### config.mk
export PLATFORM = sky130hd
export DESIGN_NAME = ps2_ascii_decoder
export DESIGN_NICKNAME = d
export VERILOG_FILES = /design/src/rtl/ps2_ascii_decoder.sv
export SDC_FILE = /design/constraint.sdc
export NUM_CORES = 1
export LEC_CHECK = 0
export ABC_AREA = 1
export CORE_MARGIN = 3
export CORE_UTILIZATION = 50
export CTS_BUF_LIST = sky130_fd_sc_hd__clkbuf_8 sky130_fd_sc_hd__clkbuf_16
export DETAILED_ROUTE_END_ITERATION = 7
export PLACE_DENSITY = 0.77
export SLEW_MARGIN = 20
export SYNTH_ARGS = -nofsm -noshare
export SYNTH_HDL_FRONTEND = slang
export SYNTH_SLANG_ARGS = --single-unit
### constraint.sdc
create_clock -name clk -period 4.7 [get_ports clk]
set_input_delay 1.41 -clock clk [delete_from_list [all_inputs] [get_ports clk]]
set_output_delay 1.41 -clock clk [all_outputs]
set_load 0.01 [all_outputs]
### src/rtl/ps2_ascii_decoder.sv
// PS/2 set-2 scan-code to ASCII decoder with an output FIFO.
// Parses make, break and E0-extended sequences, tracks Shift and Caps Lock,
// and queues printable characters behind a valid/ready handshake.
// Optional build macro TYPEMATIC_FILTER_EN suppresses auto-repeat of held keys.
module ps2_ascii_decoder #(
  parameter int unsigned FIFO_DEPTH = 8,
  parameter int unsigned CNT_W      = $clog2(FIFO_DEPTH) + 1
) (
  input  logic             clk,
  input  logic             rst_n,
  input  logic             scan_valid,
  input  logic [7:0]       scan_code,
  output logic             ascii_valid,
  input  logic             ascii_ready,
  output logic [7:0]       ascii_data,
  output logic [CNT_W-1:0] level,
  output logic             overflow,
  output logic             caps_on
);

  localparam int unsigned AW = $clog2(FIFO_DEPTH);

  localparam logic [1:0] StIdle   = 2'd0;
  localparam logic [1:0] StExt    = 2'd1;
  localparam logic [1:0] StBrk    = 2'd2;
  localparam logic [1:0] StExtBrk = 2'd3;

  logic [1:0]    state_q, state_d;
  logic          lshift_q, rshift_q, caps_q, caps_held_q;
  logic [7:0]    mem_q [FIFO_DEPTH];
  logic [AW-1:0] wr_ptr_q, rd_ptr_q;
  logic [CNT_W-1:0] level_q;
  logic          overflow_q;

  logic       make_ev, brk_ev;
  logic       tr_hit, tr_letter;
  logic [7:0] tr_char;
  logic       suppress;
  logic       push_req, push, pop, full;

  // Prefix parser; extended sequences are swallowed without side effects.
  always_comb begin
    state_d = state_q;
    if (scan_valid) begin
      case (state_q)
        StIdle: begin
          if (scan_code == 8'hE0)      state_d = StExt;
          else if (scan_code == 8'hF0) state_d = StBrk;
          else                         state_d = StIdle;
        end
        StExt:   state_d = (scan_code == 8'hF0) ? StExtBrk : StIdle;
        default: state_d = StIdle;
      endcase
    end
  end

  assign make_ev = scan_valid && (state_q == StIdle) &&
                   (scan_code != 8'hE0) && (scan_code != 8'hF0);
  assign brk_ev  = scan_valid && (state_q == StBrk);

  // Parser state register.
  always_ff @(posedge clk) begin
    if (!rst_n) state_q <= StIdle;
    else        state_q <= state_d;
  end

  // Shift and Caps Lock tracking; caps_held stops a held Caps key from re-toggling.
  always_ff @(posedge clk) begin
    if (!rst_n) begin
      lshift_q    <= 1'b0;
      rshift_q    <= 1'b0;
      caps_q      <= 1'b0;
      caps_held_q <= 1'b0;
    end else if (make_ev) begin
      if (scan_code == 8'h12) lshift_q <= 1'b1;
      if (scan_code == 8'h59) rshift_q <= 1'b1;
      if (scan_code == 8'h58 && !caps_held_q) begin
        caps_q      <= ~caps_q;
        caps_held_q <= 1'b1;
      end
    end else if (brk_ev) begin
      if (scan_code == 8'h12) lshift_q    <= 1'b0;
      if (scan_code == 8'h59) rshift_q    <= 1'b0;
      if (scan_code == 8'h58) caps_held_q <= 1'b0;
    end
  end

  // Scan-code to ASCII table; letters are looked up lowercase and folded afterwards.
  always_comb begin
    tr_hit    = 1'b1;
    tr_letter = 1'b0;
    tr_char   = 8'h00;
    case (scan_code)
      8'h45: tr_char = 8'h30;
      8'h16: tr_char = 8'h31;
      8'h1E: tr_char = 8'h32;
      8'h26: tr_char = 8'h33;
      8'h25: tr_char = 8'h34;
      8'h2E: tr_char = 8'h35;
      8'h36: tr_char = 8'h36;
      8'h3D: tr_char = 8'h37;
      8'h3E: tr_char = 8'h38;
      8'h46: tr_char = 8'h39;
      8'h29: tr_char = 8'h20;
      8'h5A: tr_char = 8'h0D;
      8'h66: tr_char = 8'h08;
      8'h1C: begin tr_char = 8'h61; tr_letter = 1'b1; end
      8'h32: begin tr_char = 8'h62; tr_letter = 1'b1; end
      8'h21: begin tr_char = 8'h63; tr_letter = 1'b1; end
      8'h23: begin tr_char = 8'h64; tr_letter = 1'b1; end
      8'h24: begin tr_char = 8'h65; tr_letter = 1'b1; end
      8'h2B: begin tr_char = 8'h66; tr_letter = 1'b1; end
      8'h34: begin tr_char = 8'h67; tr_letter = 1'b1; end
      8'h33: begin tr_char = 8'h68; tr_letter = 1'b1; end
      8'h43: begin tr_char = 8'h69; tr_letter = 1'b1; end
      8'h3B: begin tr_char = 8'h6A; tr_letter = 1'b1; end
      8'h42: begin tr_char = 8'h6B; tr_letter = 1'b1; end
      8'h4B: begin tr_char = 8'h6C; tr_letter = 1'b1; end
      8'h3A: begin tr_char = 8'h6D; tr_letter = 1'b1; end
      8'h31: begin tr_char = 8'h6E; tr_letter = 1'b1; end
      8'h44: begin tr_char = 8'h6F; tr_letter = 1'b1; end
      8'h4D: begin tr_char = 8'h70; tr_letter = 1'b1; end
      8'h15: begin tr_char = 8'h71; tr_letter = 1'b1; end
      8'h2D: begin tr_char = 8'h72; tr_letter = 1'b1; end
      8'h1B: begin tr_char = 8'h73; tr_letter = 1'b1; end
      8'h2C: begin tr_char = 8'h74; tr_letter = 1'b1; end
      8'h3C: begin tr_char = 8'h75; tr_letter = 1'b1; end
      8'h2A: begin tr_char = 8'h76; tr_letter = 1'b1; end
      8'h1D: begin tr_char = 8'h77; tr_letter = 1'b1; end
      8'h22: begin tr_char = 8'h78; tr_letter = 1'b1; end
      8'h35: begin tr_char = 8'h79; tr_letter = 1'b1; end
      8'h1A: begin tr_char = 8'h7A; tr_letter = 1'b1; end
      default: tr_hit = 1'b0;
    endcase
    if (tr_letter && ((lshift_q | rshift_q) ^ caps_q)) tr_char = tr_char - 8'h20;
  end

`ifdef TYPEMATIC_FILTER_EN
  logic [7:0] last_make_q;
  logic       last_make_vld_q;

  assign suppress = last_make_vld_q && (last_make_q == scan_code);

  // Remember the last plain make so typematic repeats of a held key are dropped.
  always_ff @(posedge clk) begin
    if (!rst_n) begin
      last_make_q     <= 8'h00;
      last_make_vld_q <= 1'b0;
    end else if (make_ev) begin
      last_make_q     <= scan_code;
      last_make_vld_q <= 1'b1;
    end else if (brk_ev && scan_code == last_make_q) begin
      last_make_vld_q <= 1'b0;
    end
  end
`else
  assign suppress = 1'b0;
`endif

  assign full     = (level_q == CNT_W'(FIFO_DEPTH));
  assign pop      = (level_q != '0) && ascii_ready;
  assign push_req = make_ev && tr_hit && !suppress;
  // A pop in the same cycle frees the slot, so a full FIFO still accepts the push.
  assign push     = push_req && (!full || pop);

  // FIFO pointers, occupancy and sticky overflow.
  always_ff @(posedge clk) begin
    if (!rst_n) begin
      wr_ptr_q   <= '0;
      rd_ptr_q   <= '0;
      level_q    <= '0;
      overflow_q <= 1'b0;
    end else begin
      if (push) wr_ptr_q <= wr_ptr_q + AW'(1);
      if (pop)  rd_ptr_q <= rd_ptr_q + AW'(1);
      if (push && !pop)      level_q <= level_q + CNT_W'(1);
      else if (pop && !push) level_q <= level_q - CNT_W'(1);
      if (push_req && !push) overflow_q <= 1'b1;
    end
  end

  // FIFO storage; contents are qualified by level so no reset is needed.
  always_ff @(posedge clk) begin
    if (push) mem_q[wr_ptr_q] <= tr_char;
  end

  assign ascii_valid = (level_q != '0);
  assign ascii_data  = ascii_valid ? mem_q[rd_ptr_q] : 8'h00;
  assign level       = level_q;
  assign overflow    = overflow_q;
  assign caps_on     = caps_q;

endmodule

### Word-level counts from Yosys, hierarchy flattened

Memory sizes are Yosys's and may differ from the RTL's. A register that Yosys moved wholly into a read port is not among the register bits.
Index checks and enable logic that the tools add are counted.

* bits of input ports: 12
* bits in writable memories: 64
* register bits after elaboration: 17
* output and inout port bits: 15
* memories: 1
* logic and storage cells: 123

* $add $sub $neg: 5
* equality and inequality tests: 50
* muxes and demuxes: 27
* reductions and logical operators: 28
* bitwise gates (word level): 3

Memory list
* mem_q: depth 8, bits a word 8, rd ports 1, clocked after Yosys merged registers in 1, write ports 1, RTL line 30 `logic [7:0] mem_q [FIFO_DEPTH];`

Operator list (number)
* $pmux W7 S39: 1
* $eq A8 B6 Y1 const B: 23
* $eq A8 B7 Y1 const B: 11
* $eq A8 B5 Y1 const B: 8
* $reduce_or A39 Y1: 1
* $reduce_or A26 Y1: 1
* $eq A8 B8 Y1 const B: 2
* $mux W1: 16
* $mux W8: 2
* $ne A8 B8 Y1 const B: 2
* $logic_and A1 B1 Y1: 12
* $mux W4: 2
* $sub A8 B6 Y8 const B: 1
* $add A3 B1 Y3 const B: 2
* $mux W2: 3
* $mux W3: 2
* $reduce_and A2 Y1: 3
* $reduce_bool A2 Y1: 3
* $add A4 B1 Y4 const B: 1
* $eq A4 B4 Y1 const B: 1
* $logic_not A1 Y1: 4
* $pmux W2 S2: 1
* $reduce_bool A4 Y1: 1
* $sub A4 B1 Y4 const B: 1
* 9 further kinds: 9

### Longest topological paths before layout

* depth in word-level cells: 10
* depth in mapped cells: 23
* mapped depth without buffers: 22

### Worst setup path before layout

Ideal clock, no wire load.

* path kind: input to register
* from: input scan_code[6]
* to: register level_q[3], in the netlist level[3]
* cell stages on the path: 23
* path slack: 1.007 ns
* library setup time: 0.119 ns
* data required time: 4.581 ns
* arrival time: 3.574 ns
* path buffers: 1
* path through: inv_1 > nand2_4 > nor2_4 > buf_6 > nand2_1 > nand2_1 > nor2_1 > nand2_1 > nor2_2 > nand3_4 > nand3_2 > inv_2 > ha_1 > inv_1 > ha_1 > nand2_1 > nand2_1 > a21oi_1 > nor2_1 > nor2_1 > nand2_1 > o21ai_0 > a21oi_1

* longest elaborated chain between the ends: 8
* elaborated cells on any way between the ends: 52
* those cells by class: 41 x eq/ne; 2 x mux; 9 x reduce/logical

RTL lines
* start, declared: RTL line 12 `input logic [7:0] scan_code,`
* $eq A8 B5 Y1 (tied with other cells): RTL line 93 `case (scan_code)`
* $reduce_or A39 Y1 (no source line) or $logic_and A1 B1 Y1 (tied branches)
* $mux W1 or $logic_and A1 B1 Y1 (tied branches): RTL line 93, 58
* $logic_and A1 B1 Y1 (*): RTL line 162 `assign push_req = make_ev && tr_hit && !suppress;`
* $logic_and A1 B1 Y1 (*): RTL line 164 `assign push = push_req && (!full || pop);`
* net push: RTL line 39 `logic push_req, push, pop, full;`
* $logic_not A1 Y1: RTL line 177 `else if (pop && !push) level_q <= level_q - CNT_W'(1);`
* $logic_and A1 B1 Y1: RTL line 177
* $reduce_bool A2 Y1 (no source line)
* end signal, assigned: RTL line 176 `if (push && !pop) level_q <= level_q + CNT_W'(1);`
* end signal, assigned: RTL line 177
* end, declared: RTL line 32 `logic [CNT_W-1:0] level_q;`

Mark *: on every way through the listed nets, which the timed path passes. The rest lies on a longest branch.
A chain may end at the register's enable or synchronous reset.

### Worst setup path in the final report

* from: input scan_code[5]
* to: register level_q[3], in the netlist level[3]

The elaborated chain is that of the path after synthesis.

==> metrics.md <==
| Metric | Value |
|---|---|
| Design Power | 2.16 mW |
| Reg2reg start | level[0] |
| GR Util met3 | 0.0337 |
| Combinational Power Share | 0.351 |
| Post-Syn Nets | 501 |
| Vias | between 3000 and 4000 |
| Number of setup buffers added after CTS | 0 |
| Number of fill cells in the layout | 680 |
| Worst-Margin Slew | 0.790 ns |
| Final period util | 0.901 |
| Clock sinks | 84 |
| #FFs+latches synth | 84 |
| CTS tree | done |
| Hold depth | 2 |
| Total of max-cap violations | 0 |
| Most frequent CP cell | nand2_1 |
| Switching Share | 0.346 |
| Final setup viols | 0 |
| Reg2Reg Capture Point | level[3] |
| Hold worst-path end | lshift_q |
| R2R depth | 17 |
| Synth Area per Inst | 8.71 um2 |
| Leak | 1.99 nW |
| Pin count of the biggest net entering global routing | 33 |
| Ratio of cells with drive above 1 in the final layout | 0.0989 |
| Clock Skew | 0.00837 ns |
| Arrival time of the worst setup path | 4.47 ns |
| Dpl ws | 0.163 ns |
| Global Route Usage Sum | 0.204 |
| Net Sw Power | 0.746 mW |
| RSZ-0062 raised after global routing | false |
| CP Launch Type | primary input |
| Post-Synth Simple-Gate Area | 0.261 |
| Fin crit period | 4.23 ns |
| Sequential-to-total area share from yosys stat | 0.553 |
| Seq pwr share | 0.403 |
| Synth Area in Adders | 0.0226 |
| Post-cts gate resize count | 0 |
| Peak per-stage delay on the critical path | around 0.58 ns |
| Number of diodes | 0 |
| Setup TNS | 0 ns |
| Worst-path clk slew | approximately 0.080 ns |
| Count of different cell masters after synthesis | 32 |
| Worst path slowest cell | clkdlybuf4s50_1 |
| M2 GR Usage | 0.329 |
| Gr ovfl total | 0 |
| R2r setup slk | 1.99 ns |
| I/O pins | 27 |
| Syn Inst Count | approximately 480 |
| Port Buffer Count | 26 |
| Synth async-reset ratio | 0 |
| FMAX | 0.236 GHz |
| Setup ws final | 0.467 ns |
| Worst setup path startpoint | scan_code[5] |
| GP Congestion | 0.908 |
| DRT iter0 DRCs | 291 |
| Die area | 9540 um2 |
| Antenna violations before repair | 0 |
| CP delay by family, top | simple AND/OR/NAND/NOR gates |
| Clock power frac | 0.246 |
| CTS buffer count | 9 |
| WP data required | 4.94 ns |
| CTS max path bufs | 2 |
| Area growth from synthesis to layout | 15.3% |
| DRC Markers | 0 |
| Chip Width | 97.7 um |
| Most frequent cells in the layout | 103 x nor2_1, 92 x nand2_1, 64 x edfxtp_1 |
| Run status | finished clean |
| WL final | 9420 um |
| DIE HEIGHT | 97.7 um |
| Final Hold Viols | 0 |
| Post-Synth XOR/XNOR Area | 0.00417 |
| Hold Crit Class | register to register |
| Pint | 1.41 mW |
| Combinational family with the most area after synthesis | simple AND/OR/NAND/NOR gates |
| GRT Max-Usage Layer | met2 |
| Final Max Slew Viols | 0 |
| Nets@finish | 540 |
| Post-route antenna net violation count | 0 |
| Vias in the first global route | between 3000 and 4000 |
| Smallest hold slack | roughly 0.45 ns |
| Ys flop type | edfxtp_1 |
| Core area | 7930 um2 |
| CP Capture Type | register |
| YS warnings | 0 |
| WS Path Type | primary input to register |
| Most common cell after layout, fill and taps aside | nor2_1 |
| FP Rows | 32 |
| Worst-Skew Late Latency | 0.35 ns |
| Cell chain of the critical path | clkdlybuf4s50_1 > inv_1 > nand2_2 > nor2_4 > nand2_1 > nand2_1 > nor2_1 > nand2_1 > nor2_2 > nand3_4 > nand3_2 > inv_2 > ha_1 > inv_1 > ha_1 > nand2_1 > nand2_1 > a21oi_1 > nor2_1 > nor2_1 > nand2_1 > o21ai_0 > a21oi_1 |
| Via density | 5.57 |
| CTS Root Cell | clkbuf_8 |
| Worst Path Max Fanout | 8 |
| Buf+Inv Stages, Crit Path | 4 |
| WL per Instance | 15.0 um |
| Synth Area in Compound Gates | 0.110 |
| Hold-fix buffers at CTS | 0 |
| Mux share of post-synthesis cell area | 0 |
| VDD IR max | 0.285 mV |
| Initial Util | 0.530 |
| Number of flops mapped to enable cells by yosys | 64 |
| Slew HR | 0.473 |
| H-tree depth | 3 |
| Start point of the worst hold path | lshift_q |
| Synth Cell Area | 4200 um2 |
| Met1 Use GR | 0.276 |
| Detailed placement HPWL | between 6000 and 7000 um |
| First-pass GRT wire length | around 16000 um |
| Detailed Routing Iterations Pass 1 | 5 |
| Pwr/cell area | between 400 and 500 nW/um2 |
worst reg2reg max path, stage by stage (launching register included):
cell     delay (ns)
dfxtp_1        0.38
nor2_1         0.13
inv_1          0.06
nor4_1         0.33
inv_1          0.21
nand3_2        0.15
inv_2          0.06
ha_1           0.22
inv_1          0.12
ha_1           0.24
nand2_1        0.07
nand2_1        0.05
a21oi_1        0.17
nor2_1         0.06
nor2_1         0.08
nand2_1        0.07
o21ai_0        0.17
a21oi_1        0.06
metrics by stage:
step	std cells	cell area, um2	utilization
floorplan	482	4200	-
global placement	612	4640	0.585
detailed placement	612	4640	0.585
CTS	628	4840	0.611
global route	628	4840	0.611
finish	628	4840	0.611
synthesized netlist by cell type (all sizes together) (6+ instances only):
library cell / n / area share
o22ai: 9 / 0.013
nor3: 8 / 0.0095
nand4: 8 / 0.015
clkbuf: 8 / 0.0071
nand3: 19 / 0.027
edfxtp: 64 / 0.46
a21oi: 13 / 0.015
nand2: 100 / 0.097
dfxtp: 20 / 0.095
o21ai: 56 / 0.068
inv: 42 / 0.038
ha: 6 / 0.018
a31oi: 8 / 0.012
nor2: 110 / 0.11
registers in the layout, summed over array words and instances (netlist names), named ones only:
name / flops
caps_held_q: 1
caps_on: 1
level: 4
lshift_q: 1
mem_q: 64
overflow: 1
rd_ptr_q: 3
rshift_q: 1
state_q: 2
wr_ptr_q: 3
power groups by stage:
stage	logic, mW	clock network, mW	registers (mW)
after floorplan	0.437	0	0.893
final	0.757	0.530	0.870
after global placement	0.737	0	0.885
after global routing	0.846	0.570	0.878
after detailed placement	0.758	0	0.886
after CTS	0.760	0.536	0.870
area by class of cell:
cell class	count	area, um2	area share
Sequential cell	84	2320	0.480
Multi-Input combinational cell	345	1670	0.345
Timing Repair Buffer	39	358	0.0739
Inverter	42	158	0.0326
Tap cell	102	128	0.0264
Clock buffer	9	124	0.0256
Clock inverter	7	82.6	0.0171
logic make-up (layout without fill, tap and decap cells):
family / after synthesis / count (layout)
buffers and inverters: 53 / 97
flip-flops: 84 / 84
AO/OA/AOI/OAI: 87 / 87
adder cells (fa/ha/maj): 7 / 7
AND/OR/NAND/NOR: 249 / 249
XOR/XNOR: 2 / 2
worst max path at each step:
stage                     endpoint  slack, ns  cells past startpoint
final                     level[3]       0.47                     23
after global routing      level[3]       0.17                     23
after CTS                 level[3]       0.52                     23
after detailed placement  level[3]       0.16                     23
after global placement    level[3]       0.26                     22
after floorplan           level[3]       1.01                     23
layer usage:
| metal | vias up | share of wire |
|---|---|---|
| met5 | - | 0 |
| met3 | 24 | 0.065 |
| met4 | 0 | 0.018 |
| met2 | 157 | 0.48 |
| li1 | 1716 | - |
| met1 | 1598 | 0.44 |
No activity file was read; power rests on OpenSTA's default activity.
